`config.mk`:
```
export PLATFORM = sky130hd
export DESIGN_NAME = uart_rx
export DESIGN_NICKNAME = d
export VERILOG_FILES = /design/src/rtl/uart_pkg.sv /design/src/rtl/uart_rx_sync.sv /design/src/rtl/uart_rx.sv
export SDC_FILE = /design/constraint.sdc
export NUM_CORES = 1
export LEC_CHECK = 0
export BUFFER_PORTS_ARGS = -buffer_cell sky130_fd_sc_hd__buf_2
export CAP_MARGIN = 5
export CORE_MARGIN = 2
export CORE_UTILIZATION = 45
export CTS_CLUSTER_DIAMETER = 150
export CTS_CLUSTER_SIZE = 14
export DETAILED_ROUTE_END_ITERATION = 8
export GPL_TIMING_DRIVEN = 1
export PLACE_DENSITY = 0.72
export SYNTH_ARGS = -nofsm -noshare
export SYNTH_HDL_FRONTEND = slang
export SYNTH_SLANG_ARGS = --single-unit
```
`constraint.sdc`:
```
create_clock -name clock -period 3.6 [get_ports clock]
set_clock_uncertainty 0.1 [all_clocks]
set_input_delay 0.72 -clock clock [delete_from_list [all_inputs] [get_ports clock]]
set_output_delay 0.72 -clock clock [all_outputs]
set_load 0.02 [all_outputs]
```
`src/rtl/uart_pkg.sv`:
```
// ---------------------------------------------------------------------------
// uart_pkg
//
// Purpose:
//   Shared definitions for the UART receive path: the receiver state
//   encoding, the 16x oversampling tick positions used for bit sampling and
//   decisions, and a 3-input majority helper used to vote mid-bit samples.
//
// Contents:
//   rx_state_e    IDLE / START / DATA / STOP / BREAK
//   SAMPLE_FIRST  first oversampling tick whose line value enters the vote
//   SAMPLE_LAST   last oversampling tick whose line value enters the vote
//   BIT_END       last oversampling tick of a bit period
//   STOP_DECIDE   tick at which the stop bit is judged (early, so that a
//                 start edge directly after the stop bit is not missed)
//   majority3()   2-of-3 vote
// ---------------------------------------------------------------------------
package uart_pkg;

  typedef enum logic [2:0] {
    IDLE  = 3'd0,
    START = 3'd1,
    DATA  = 3'd2,
    STOP  = 3'd3,
    BREAK = 3'd4
  } rx_state_e;

  localparam logic [3:0] SAMPLE_FIRST = 4'd6;
  localparam logic [3:0] SAMPLE_LAST  = 4'd8;
  localparam logic [3:0] BIT_END      = 4'd15;
  localparam logic [3:0] STOP_DECIDE  = 4'd9;

  // True when at least two of the three samples are 1.
  function automatic logic majority3(input logic [2:0] v);
    return (v[0] & v[1]) | (v[0] & v[2]) | (v[1] & v[2]);
  endfunction

endpackage

```
`src/rtl/uart_rx_sync.sv`:
```
// ---------------------------------------------------------------------------
// uart_rx_sync
//
// Purpose:
//   Two-flop synchroniser for a single asynchronous input. Both flops reset
//   to RESET_VAL so that an idle-high line does not produce a false edge as
//   reset is released. Usable for any slow asynchronous control input.
//
// Ports:
//   clock      in   destination clock
//   reset_n    in   asynchronous active-low reset
//   async_i    in   asynchronous input
//   sync_o     out  synchronised copy of async_i (2 clocks of latency)
// ---------------------------------------------------------------------------
module uart_rx_sync #(
  parameter logic RESET_VAL = 1'b1
) (
  input  logic clock,
  input  logic reset_n,
  input  logic async_i,
  output logic sync_o
);

  logic meta_q;
  logic sync_q;

  always_ff @(posedge clock or negedge reset_n) begin
    if (!reset_n) begin
      meta_q <= RESET_VAL;
      sync_q <= RESET_VAL;
    end else begin
      meta_q <= async_i;
      sync_q <= meta_q;
    end
  end

  assign sync_o = sync_q;

endmodule

```
`src/rtl/uart_rx.sv`:
```
// ---------------------------------------------------------------------------
// uart_rx
//
// Purpose:
//   UART receiver driven by a 16x-baud clock enable. Synchronises the serial
//   line, validates the start bit, majority-votes three mid-bit samples per
//   bit, assembles an LSB-first word and reports it with a one-clock strobe.
//   A low stop bit is reported as a framing error, after which the receiver
//   waits for the line to return high before looking for a new start bit.
//   Frame format: 1 start, DATA_BITS data, 1 stop, no parity.
//
// Parameters:
//   DATA_BITS    word length, 5..8
//
// Ports:
//   clock        in   system clock (same clock as the baud generator)
//   reset_n      in   asynchronous active-low reset
//   ce_16        in   16x-baud enable, one clock wide
//   ser_in       in   asynchronous serial line, idles high
//   rx_data      out  last received word, held between frames
//   new_rx_data  out  one-clock strobe: rx_data carries a good word
//   frame_err    out  one-clock strobe: stop bit sampled low
//   rx_busy      out  high whenever the receiver is not idle
// ---------------------------------------------------------------------------
module uart_rx
  import uart_pkg::*;
#(
  parameter int DATA_BITS = 8
) (
  input  logic                 clock,
  input  logic                 reset_n,
  input  logic                 ce_16,
  input  logic                 ser_in,
  output logic [DATA_BITS-1:0] rx_data,
  output logic                 new_rx_data,
  output logic                 frame_err,
  output logic                 rx_busy
);

  // Index of the final data bit; a 3-bit index covers every legal width.
  localparam logic [2:0] LAST_IDX = 3'(DATA_BITS - 1);

  // -------------------------------------------------------------------------
  // Line synchroniser
  // -------------------------------------------------------------------------
  logic line;

  uart_rx_sync #(
    .RESET_VAL (1'b1)
  ) u_sync (
    .clock   (clock),
    .reset_n (reset_n),
    .async_i (ser_in),
    .sync_o  (line)
  );

  // -------------------------------------------------------------------------
  // State and datapath registers
  // -------------------------------------------------------------------------
  rx_state_e            state_q,     state_d;
  logic [3:0]           tick_q,      tick_d;
  logic [2:0]           vote_q,      vote_d;
  logic [2:0]           bit_idx_q,   bit_idx_d;
  logic [DATA_BITS-1:0] shift_q,     shift_d;
  logic [DATA_BITS-1:0] rx_data_q,   rx_data_d;
  logic                 new_data_q,  new_data_d;
  logic                 frame_err_q, frame_err_d;

  // Decision helpers shared by the FSM and the datapath.
  logic bit_val;      // majority of the three mid-bit samples
  logic at_bit_end;   // last tick of a bit period
  logic at_stop_dec;  // tick at which the stop bit is judged
  logic in_sample;    // current tick feeds the vote register

  assign bit_val     = majority3(vote_q);
  assign at_bit_end  = (tick_q == BIT_END);
  assign at_stop_dec = (tick_q == STOP_DECIDE);
  assign in_sample   = (tick_q >= SAMPLE_FIRST) && (tick_q <= SAMPLE_LAST);

  // -------------------------------------------------------------------------
  // State register (all sequential state lives here)
  // -------------------------------------------------------------------------
  always_ff @(posedge clock or negedge reset_n) begin
    if (!reset_n) begin
      state_q     <= IDLE;
      tick_q      <= 4'd0;
      vote_q      <= 3'd0;
      bit_idx_q   <= 3'd0;
      shift_q     <= '0;
      rx_data_q   <= '0;
      new_data_q  <= 1'b0;
      frame_err_q <= 1'b0;
    end else begin
      state_q     <= state_d;
      tick_q      <= tick_d;
      vote_q      <= vote_d;
      bit_idx_q   <= bit_idx_d;
      shift_q     <= shift_d;
      rx_data_q   <= rx_data_d;
      new_data_q  <= new_data_d;
      frame_err_q <= frame_err_d;
    end
  end

  // -------------------------------------------------------------------------
  // Next-state logic
  // -------------------------------------------------------------------------
  always_comb begin
    state_d = state_q;
    if (ce_16) begin
      unique case (state_q)
        IDLE: begin
          if (!line) state_d = START;
        end
        START: begin
          // A start bit that reads high at its centre was a glitch.
          if (at_bit_end) state_d = bit_val ? IDLE : DATA;
        end
        DATA: begin
          if (at_bit_end && (bit_idx_q == LAST_IDX)) state_d = STOP;
        end
        STOP: begin
          if (at_stop_dec) state_d = bit_val ? IDLE : BREAK;
        end
        BREAK: begin
          if (line) state_d = IDLE;
        end
        default: state_d = IDLE;
      endcase
    end
  end

  // -------------------------------------------------------------------------
  // Datapath next-state: tick counter, vote, shift register, result strobes
  // -------------------------------------------------------------------------
  always_comb begin
    tick_d      = tick_q;
    vote_d      = vote_q;
    bit_idx_d   = bit_idx_q;
    shift_d     = shift_q;
    rx_data_d   = rx_data_q;
    // Strobes are single-clock: they clear on every clock unless set below.
    new_data_d  = 1'b0;
    frame_err_d = 1'b0;

    if (ce_16) begin
      if (state_q == IDLE) begin
        // Align the oversampling phase to the detected start edge.
        if (!line) tick_d = 4'd0;
      end else begin
        tick_d = tick_q + 4'd1;
        if (in_sample) vote_d = {vote_q[1:0], line};
      end

      unique case (state_q)
        START: begin
          if (at_bit_end && !bit_val) bit_idx_d = 3'd0;
        end
        DATA: begin
          if (at_bit_end) begin
            // LSB arrives first: shift in at the top, so after the last bit
            // the first-received bit has reached position 0.
            shift_d   = {bit_val, shift_q[DATA_BITS-1:1]};
            bit_idx_d = bit_idx_q + 3'd1;
          end
        end
        STOP: begin
          if (at_stop_dec) begin
            rx_data_d   = shift_q;
            new_data_d  = bit_val;
            frame_err_d = !bit_val;
          end
        end
        default: ;
      endcase
    end
  end

  // -------------------------------------------------------------------------
  // Outputs
  // -------------------------------------------------------------------------
  always_comb begin
    rx_data     = rx_data_q;
    new_rx_data = new_data_q;
    frame_err   = frame_err_q;
    rx_busy     = (state_q != IDLE);
  end

endmodule

```
# Word level (Yosys, flattened, before mapping)
# Index checks and enable logic that the tools add are counted.
# totals
inputBits	4
wordCells	66
reg_bits	33
output_inout_bits	11
# classes
n_lt_le_gt_ge	2
reduce_logical	13
n_addsub	2
eq_ne	14
n_bitwise	6
n_mux	19
# op_table
op	count
$mux 3	8
$pmux 3 s5	1
$ne 2x2->1 const B	6
$reduce_and 3->1	3
$eq 4x4->1 const B	2
$mux 4	2
$eq 3x2->1 const B	2
$eq 3x3->1 const B	2
$mux 1	6
$pmux 3 s2	1
$reduce_and 6->1	1
$add 4x1->4 const B	1
$ge 4x3->1 const B	1
$le 4x4->1 const B	1
$reduce_and 4->1	1
$add 3x1->3 const B	1
$and 1x1->1	3
$eq 3x1->1 const B	1
$logic_and 1x1->1	3
$logic_not 3->1	1
$reduce_bool 3->1	1
$mux 2	1
$ne 2x1->1 const B	1
$or 1x1->1	2
4 further kinds	4

# Logic depth before layout (Yosys ltp)
# Gate-level depths: netlist of run 1.
# depth
depth_word	7
depth_mapped	6
depth_no_buf	6

# Modules after synthesis
# Synthesis of run 1 repeated with hierarchy kept, for this count alone.
# hier_totals
cells_unflattened	118
area_unflattened_um2	1495.2
# modules_own_cells
module	area_each_um2	cells_per_inst	instances	seq_area_each_um2
uart_rx	1442.6	116	1	775.7
uart_rx_sync	52.6	2	1	52.6

# Worst setup path after synthesis of run 1
# Ideal clock, no wire load.
# synth_timing
kind	input-to-reg
from	input port ce_16
to	register rx_data_q[0] (netlist: rx_data[0])
stages	4
slack_ns	1.688
required_time_ns	3.375
n_path_buf	1
arrival_time_ns	1.687
setup_ns	0.125
path_cell_list	buf_2 > nand2_1 > nor3_4 > mux2_2
# synth_via
elab_chain_cells	1
# synth_rtl
element	line_no	text
start, declared	uart_rx.sv:32	input logic ce_16,
$reduce_and 3->1 (no line)	n/a	
end signal, assigned	uart_rx.sv:99	rx_data_q <= rx_data_d;
end, declared	uart_rx.sv:65	logic [DATA_BITS-1:0] rx_data_q, rx_data_d;
# Every way passes these cells.
# A chain may end at the register's enable or synchronous reset.

# Worst setup path after layout of run 1
# layout_timing
from	register state_q[1]
to	output port rx_busy
# layout_via
elab_chain_cells	1
# layout_rtl
element	line_no	text
start, declared	uart_rx.sv:60	rx_state_e state_q, state_d;
start signal, assigned	uart_rx.sv:94	state_q <= state_d;
$reduce_bool 3->1	uart_rx.sv:186	rx_busy = (state_q != IDLE);
end, declared	uart_rx.sv:37	output logic rx_busy
# Every way passes these cells.

==> results.toml, run 1 <==
[finish]
area_delta_synth_final_pct = 13.1
finalCoreUtilization = 0.545
fillers = 294
layout-drive-gt1-share = 0.328
insertedDiodeCount = 0
fin_nets = 145

[yosys]
async_reset_ff_frac = 1.00
synth_area_leader_cell = "dfrtp_1"
yosys.area.top_type_share = 0.519
synth_seq_area_share = 0.554
yosysMostFrequentCell = "dfrtp_1"
synth_commonest_cells = "dfrtp_1 (31), mux2_2 (17), nand2_1 (11)"
syn_area_mm2 = 0.00150
yosysWarningCount = 0
synth_edf_count = 0
synth_cell_types = 34
synthCells = 118
synth.ff_latch_count = 33
synth_area_leaders = "dfrtp_1 (52%), mux2_2 (13%), ha_1 (4.2%)"
synth_ff_type = "dfrtp_1"
syn_avg_cell_area_um2 = 12.7
syn_nets = 127

[setup_path]
rr_endpoint = "rx_data[0]"
reg2reg_depth = 5
path_class = "reg2out"
crit_path_max_fanout = 6
start_kind = "register"
r2r_slack_ps = 1680
cp-end-kind = "primary output"
crit_arrival_ps = 1510
required_ps = 2780
r2r-start = "tick_q[1]"

[routing]
viasPerCell = 5.17
antenna_left = 0
firstDrtPassIters = 4
drtIter0Drc = 49
totalWireLength_um = 2520
num_vias = 936
avgRoutedWirePerCell_um = 13.9
drcViolationCount = 0

[global_route]
grt_start_max_net_pins = 34
grt_first_pass_wirelength_um = 4400
globalRouteTotalUtil = 0.166
grt_antenna_before_repair = 0
grt-ovfl-total = 0
grt_pass1_vias = 963

[worst_hold_path]
worstHoldPathType = "reg2reg"
hold_start = "u_sync.meta_q"
whs_path_depth = 0
worst_hold_path.endpoint = "u_sync.sync_o"

[timing]
rsz0062_at_grt = "no"
min_period_ps = 2330
timing_hold_violations_final = 0
fmax_ghz = 0.429
slew_viol_final = 0
final.period_utilization = 0.648
hold_slack_ps = 262
setup_tns_ps = 0
tightest_slew_ps = 701
slew_headroom = 0.533
setup-violations-final = 0

[placed_design]
dp_hpwl_um = 1840
gp_congestion = 0.909
port_buffers = 14

[floorplanning]
dieArea_mm2 = 0.00380
core_area_mm2 = 0.00310
die_x_um = 61.6
start_util = 0.482
pin_count = 15
die_y_um = 61.6
rows = 20

[cts]
ctsResizeCount = 0
clk_pin_slew_ps = 90
cts_tree = "done"
cts_root_buffer = "clkbuf_4"
clkSinkCount = 33
cts.path.max_buffers = 2
numCtsBuffers = 5
htree_levels = 2
holdBufCountCts = 0
post_cts_buffers = 0
clkLatencyLatePin_ps = 340

[pwr]
p_total_mw = 1.16
ir_worst_vdd_v = 0.000382
p_leak_nw = 0.864
cellPowerDensity_mw_per_mm2 = 685

[outcome]
status = "completed"

[job]
cap_violations = 0
## power breakdown
group	switching (mW)	leakage (nW)	internal, mW
Sequential	0.0826	0.431	0.449
Combinational	0.194	0.387	0.146
Clock	0.121	0.0455	0.166
## placed cells by master, fill, tap and decap left out, types with 2 or more instances in the layout
cell type,n
mux2i_1,2
inv_1,5
o31ai_1,2
buf_2,14
mux2_1,3
nand2_1,11
ha_1,5
nor2_1,2
o22ai_1,3
and3_1,3
nand3_1,2
nor3_1,3
dfrtp_1,31
a22o_1,2
mux2_2,17
dfstp_2,2
o21ai_0,5
clkbuf_4,5
## how the worst max path moves through the flow
stage / start / to / slack [ps] / depth (start not counted)
floorplan: ce_16 / rx_data[0] / 1690 / 4
global placement: ce_16 / rx_data[1] / 1560 / 4
detailed placement: ce_16 / rx_data[1] / 1510 / 4
CTS: state_q[1] / rx_busy / 1260 / 2
global route: state_q[1] / rx_busy / 1220 / 2
finish: state_q[1] / rx_busy / 1270 / 2
## routing by layer
| layer | track usage | vias up | part of all wire |
|---|---|---|---|
| met2 | 0.260 | 15 | 0.49 |
| li1 | - | 466 | - |
| met5 | 0 | - | 0 |
| met1 | 0.202 | 450 | 0.46 |
| met3 | 0.0630 | 5 | 0.033 |
| met4 | 0.0790 | 0 | 0.012 |
## area by class of cell
type | count | area (um^2) | share of cell area
Clock buffer | 7 | 55.1 | 0.0326
Clock inverter | 1 | 30.0 | 0.0178
Multi-Input combinational cell | 77 | 633 | 0.375
Sequential cell | 33 | 828 | 0.490
Tap cell | 44 | 55.1 | 0.0326
Timing Repair Buffer | 14 | 70.1 | 0.0415
Inverter | 5 | 18.8 | 0.0111
## kinds of logic (layout without fill, tap and decap cells)
kind of cell,after synthesis,in the layout,synth area share
XOR/XNOR,1,1,0.00586
adder cells (fa/ha/maj),6,6,0.0485
flip-flops,33,33,0.554
buffers and inverters,8,27,0.0226
AND/OR/NAND/NOR,29,29,0.107
AO/OA/AOI/OAI,19,19,0.0979
multiplexers,22,22,0.164
## through the flow
| stage | setup slack [ps] | instances | area, um^2 |
|---|---|---|---|
| after floorplan | 1690 | 118 | 1500 |
| after global placement | 1560 | 173 | 1610 |
| after detailed placement | 1510 | 173 | 1610 |
| after CTS | 1260 | 181 | 1690 |
| after global routing | 1220 | 181 | 1690 |
| final | 1270 | 181 | 1690 |
## sequential cells by signal, summed over array words and instances, names as in the netlist
signal,cells
frame_err,1
u_sync.meta_q,1
u_sync.sync_o,1
new_rx_data,1
tick_q,4
shift_q,8
vote_q,3
state_q,3
rx_data,8
bit_idx_q,3
## worst max-delay path: stages (launching register included)
cell and delay (ps):
dfrtp_1 460, or3_1 520, buf_2 210
(Power assumes the default switching activity.)
==> inputs of run 2 (changes only) <==
--- a/config.mk
+++ b/config.mk
@@ -13,7 +13,7 @@
 export CTS_CLUSTER_SIZE = 14
 export DETAILED_ROUTE_END_ITERATION = 8
 export GPL_TIMING_DRIVEN = 1
-export PLACE_DENSITY = 0.72
+export PLACE_DENSITY = 0.74
 export SYNTH_ARGS = -nofsm -noshare
 export SYNTH_HDL_FRONTEND = slang
 export SYNTH_SLANG_ARGS = --single-unit
==> constraint.sdc (replaced) <==
create_clock -name clock -period 1.94 [get_ports clock]
set_clock_uncertainty 0.1 [all_clocks]
set_input_delay 0.388 -clock clock [delete_from_list [all_inputs] [get_ports clock]]
set_output_delay 0.388 -clock clock [all_outputs]
set_load 0.02 [all_outputs]
==> run 2 against run 1 <==
  * The run now ends with hold timing left
  * Wire length grew 5.1%
  * Worst setup slack got worse by 1200 ps
  * Via count is 5.3% higher
  * Global-route usage up 0.51 points
==> results.toml, run 2 (same netlist as run 1, synthesis figures left out) <==
[finish]
final_common_cell = "dfrtp_1"
area_delta_synth_final_pct = 14.0
layout-drive-gt1-share = 0.366
finalCoreUtilization = 0.549
fin_nets = 150
final_cell_mix = "dfrtp_1 (30), mux2_2 (17), buf_2 (14)"
insertedDiodeCount = 0

[routing]
antenna_left = 0
totalWireLength_um = 2650
viasPerCell = 5.30
firstDrtPassIters = 4
num_vias = 986
drcViolationCount = 0
avgRoutedWirePerCell_um = 14.2
drtIter0Drc = 34

[setup_path]
slowest_delay_ps = 460
crit_start = "state_q[0]"
required_ps = 1450
start_kind = "register"
crit_path_max_fanout = 7
endpoint = "rx_busy"
rr_endpoint = "rx_data[5]"
r2r_slack_ps = 120
r2r-start = "tick_q[1]"
path_class = "reg2out"
crit_arrival_ps = 1390
reg2reg_depth = 6
worstPathCellList = "or3_4, buf_2"
slowest_stage = "dfrtp_2"
cp-end-kind = "primary output"

[timing]
rsz0062_at_grt = "no"
timing_hold_violations_final = 26
setup_tns_ps = 0
fmax_ghz = 0.531
tightest_slew_ps = 695
slew_headroom = 0.537
setup-violations-final = 0
min_period_ps = 1880
final.period_utilization = 0.971
slew_viol_final = 0
hold_slack_ps = -13.6

[cts]
post_cts_buffers = 0
cts_root_buffer = "clkbuf_4"
numCtsBuffers = 5
clk_pin_slew_ps = 100
clkSinkCount = 33
clkLatencyLatePin_ps = 330
holdBufCountCts = 0
htree_levels = 2
cts_tree = "done"
cts.path.max_buffers = 2

[outcome]
violations = "hold timing"
status = "finished with violations"

[floorplanning]
die_y_um = 61.6
pin_count = 15
rows = 20
dieArea_mm2 = 0.00380
start_util = 0.482
die_x_um = 61.6
core_area_mm2 = 0.00310

[pwr]
seq_power_share = 0.483
power_frac_comb = 0.339
p_switching_mw = 0.758
swShare = 0.371
cellInternalPower_mw = 1.28
cellPowerDensity_mw_per_mm2 = 1200
p_clk_frac = 0.178
ir_worst_vdd_v = 0.000656
p_leak_nw = 0.876

[global_route]
grt_first_pass_wirelength_um = 4530
grt_pass1_vias = 962
grt_antenna_before_repair = 0
grt_start_max_net_pins = 34
grt-ovfl-total = 0
globalRouteTotalUtil = 0.171

[placed_design]
dp_hpwl_um = 1930
gp_congestion = 0.853
port_buffers = 14

[worst_hold_path]
worstHoldPathType = "in2async"

[job]
cap_violations = 0
-- run 2: power by group through the flow --
stage          sequential (mW)  combinational, mW  clock [mW]
6_report                 0.986              0.692       0.364
5_1_grt                   1.01              0.778       0.404
4_1_cts                  0.983              0.698       0.381
3_5_place_dp             0.994              0.686           0
3_3_place_gp             0.974              0.650           0
2_1_floorplan            0.964              0.507           0
-- run 2: per-stage QoR --
| stage | cells | area, um^2 | hold slack [ps] | setup WS [ps] | total power, mW |
|---|---|---|---|---|---|
| 6_report | 186 | 1700 | -13.6 | 57.1 | 2.04 |
| 5_1_grt | 186 | 1700 | 21.7 | 12.6 | 2.19 |
| 4_1_cts | 186 | 1700 | 8.26 | 27.5 | 2.06 |
| 3_5_place_dp | 178 | 1640 | 247 | 97.0 | 1.68 |
| 3_3_place_gp | 178 | 1640 | 246 | 165 | 1.62 |
| 2_1_floorplan | 118 | 1500 | -7.59 | 198 | 1.47 |
-- run 2: critical path, delay by kind of cell (launching register included) --
family	cells	cell delay, ps
buf+inv	1	180
flops	1	460
simple gates	1	420
-- run 2: routing by layer --
layer | up-vias | GRT usage | share of wire
met2 | 24 | 0.265 | 0.50
met4 | 0 | 0.0821 | 0.021
met1 | 482 | 0.216 | 0.42
met5 | - | 0 | 0
met3 | 8 | 0.0567 | 0.052
li1 | 472 | - | -
-- run 2: layout make-up --
cell class	instances	area [um^2]
Inverter	5	18.8
Timing Repair Buffer	19	111
Multi-Input combinational cell	77	638
Sequential cell	33	830
Tap cell	44	55.1
Clock inverter	2	10.0
Fill cell	270	1400
Clock buffer	6	41.3
-- run 2: worst min path at each step --
stage | startpoint | to | cells after the start | slack (ps)
floorplan | reset_n | bit_idx_q[0] | 0 | -8
global placement | u_sync.meta_q | u_sync.sync_o | 0 | 250
detailed placement | u_sync.meta_q | u_sync.sync_o | 0 | 250
CTS | reset_n | vote_q[0] | 1 | 8
global route | ser_in | u_sync.meta_q | 1 | 20
finish | reset_n | shift_q[4] | 1 | -10
-- run 2: repair_timing --
item / 4_1_cts / 5_1_grt
pin swaps: 0 / 0
resized for setup: 1 / 2
setup endpoints to repair: 1 / 4
==> inputs of run 3 (changes only) <==
--- a/config.mk
+++ b/config.mk
@@ -5,14 +5,15 @@
 export SDC_FILE = /design/constraint.sdc
 export NUM_CORES = 1
 export LEC_CHECK = 0
-export BUFFER_PORTS_ARGS = -buffer_cell sky130_fd_sc_hd__buf_2
+export BUFFER_PORTS_ARGS = -buffer_cell sky130_fd_sc_hd__clkbuf_2
 export CAP_MARGIN = 5
+export CORE_ASPECT_RATIO = 1.1
 export CORE_MARGIN = 2
 export CORE_UTILIZATION = 45
 export CTS_CLUSTER_DIAMETER = 150
 export CTS_CLUSTER_SIZE = 14
 export DETAILED_ROUTE_END_ITERATION = 8
-export GPL_TIMING_DRIVEN = 1
+export GPL_TIMING_DRIVEN = 0
 export PLACE_DENSITY = 0.74
 export SYNTH_ARGS = -nofsm -noshare
 export SYNTH_HDL_FRONTEND = slang
==> run 3 against run 2 <==
  * The run now ends clean
  * Flip-flop and latch count unchanged
  * Sequential share of layout area decreased by 1.0 points
  * Worst setup slack got worse by 5.1 ps
  * Fmax decreased by 0.27%
  * Register-to-register slack improved by 100 ps
  * Sequential power decreased by 2.1%
  * Non-clock buffer count increased by 1
  * Combinational power increased by 8.1%
  * Die area about the same
  * Via count increased by 1.0%
  * Critical path depth increased by 1
  * Critical path type unchanged
  * Largest power group unchanged
  * Highest routed layer unchanged
==> results.toml, run 3 (same netlist as run 1, synthesis figures left out) <==
[timing]
tightest_slew_ps = 791
setup_tns_ps = 0
rsz0062_at_grt = "no"
fmax_ghz = 0.530
slew_viol_final = 0
min_period_ps = 1890
slew_headroom = 0.473
final.period_utilization = 0.973
timing_hold_violations_final = 0
setup-violations-final = 0

[placed_design]
placed_area_mm2 = 0.00160
gp_congestion = 0.808
dp_hpwl_um = 1690
port_buffers = 13

[worst_hold_path]
worstHoldPathType = "in2async"

[routing]
firstDrtPassIters = 4
drtIter0Drc = 41
drcViolationCount = 0
antenna_left = 0
totalWireLength_um = 2500
num_vias = 996
avgRoutedWirePerCell_um = 14.1
viasPerCell = 5.63

[setup_path]
start_kind = "register"
crit_path_max_fanout = 5
reg2reg_depth = 6
cp_top_family = "flip-flops"
slowest_delay_ps = 420
required_ps = 1450
cp_num_buf_inv = 2
path_class = "reg2out"
crit_arrival_ps = 1400
worstPathCellList = "or3_1, buf_6, buf_4"
cp_num_cells = 3
cp-end-kind = "primary output"
slowest_stage = "dfrtp_2"

[cts]
cts_tree = "done"
numCtsBuffers = 5
cts.path.max_buffers = 2
clk_pin_slew_ps = 100
clkSinkCount = 33
cts_root_buffer = "clkbuf_4"
htree_levels = 2
clkLatencyLatePin_ps = 340

[global_route]
grt_pass1_vias = 1000
grt_start_max_net_pins = 34
grt_first_pass_wirelength_um = 4460
grt_antenna_before_repair = 0
grt-ovfl-total = 0
globalRouteTotalUtil = 0.160

[finish]
post-route-cell-area_mm2 = 0.00174
fin_nets = 151
insertedDiodeCount = 0
finalCoreUtilization = 0.561
final_cell_mix = "dfrtp_1 (30), mux2_2 (17), clkbuf_2 (12)"
layout-drive-gt1-share = 0.371
area_delta_synth_final_pct = 16.4
final_common_cell = "dfrtp_1"

[floorplanning]
dieArea_mm2 = 0.00380
pin_count = 15
core_area_mm2 = 0.00310
die_x_um = 59.0
start_util = 0.482
die_y_um = 64.5
rows = 21

[pwr]
ir_worst_vdd_v = 0.000680
cellPowerDensity_mw_per_mm2 = 1210
p_leak_nw = 0.871

[outcome]
status = "completed"

[job]
cap_violations = 0
[run 3: cell types whose count changed in the layout (fill, tap and decap cells not counted), sizes merged]
cell and delta:
clkinvlp +1, buf -12, dlygate4sd3 +1, clkinv -2, clkbuf +13
[run 3: per-stage QoR]
| step | hold WS (ps) | instances | setup slack [ps] | total power, mW |
|---|---|---|---|---|
| after floorplan | -7.59 | 118 | 198 | 1.47 |
| after global placement | 246 | 165 | 78.8 | 1.59 |
| after detailed placement | 247 | 165 | 56.5 | 1.63 |
| after CTS | 9.39 | 175 | 6.95 | 2.08 |
| after global routing | 52.0 | 177 | 2.73 | 2.29 |
| final | 19.6 | 177 | 52.0 | 2.11 |
[run 3: worst paths after layout]
check	start	to	slack, ps
min in group clock	u_sync.meta_q	u_sync.sync_o	260
setup / recovery	state_q[1]	rx_busy	50
hold reg to reg	u_sync.meta_q	u_sync.sync_o	260
max in group asynchronous	reset_n	state_q[1]	1170
setup reg to reg	tick_q[1]	rx_data[5]	220
hold / removal	reset_n	shift_q[2]	20
[run 3: repair_timing]
item | in CTS | in global routing
resized for setup | 1 | 7
endpoints found under the setup margin | 1 | 19
setup buffers | 2 | 1
endpoints found under the hold margin | 0 | 1
hold buffers | 0 | 1
pin swaps | 0 | 2
[run 3: cell type report]
type | count | area [um^2]
repair buffers | 17 | 113
inverters | 5 | 18.8
plain buffers | 3 | 21.3
flip-flops and latches | 33 | 830
multi-input cells | 77 | 653
clock buffers | 7 | 55.1
clock inverters | 1 | 7.51
fillers | 262 | 1360
well taps | 34 | 42.5
[run 3: layer usage]
metal,track usage,wire [um]
met1,0.197,1090
met2,0.250,1250
met3,0.0419,100
met4,0.0938,67
met5,0,0
[run 3: power breakdown]
group	total (mW)	switching, mW	internal (mW)
Clock	0.400	0.222	0.177
Combinational	0.748	0.412	0.336
Sequential	0.965	0.131	0.834
[run 3: worst reg2reg max path, cell delays in order (launching register included)]
cell and delay, ps:
dfrtp_1 440, inv_1 110, ha_1 210, nand2_1 130, nor3_4 160, buf_12 150, mux2_1 320
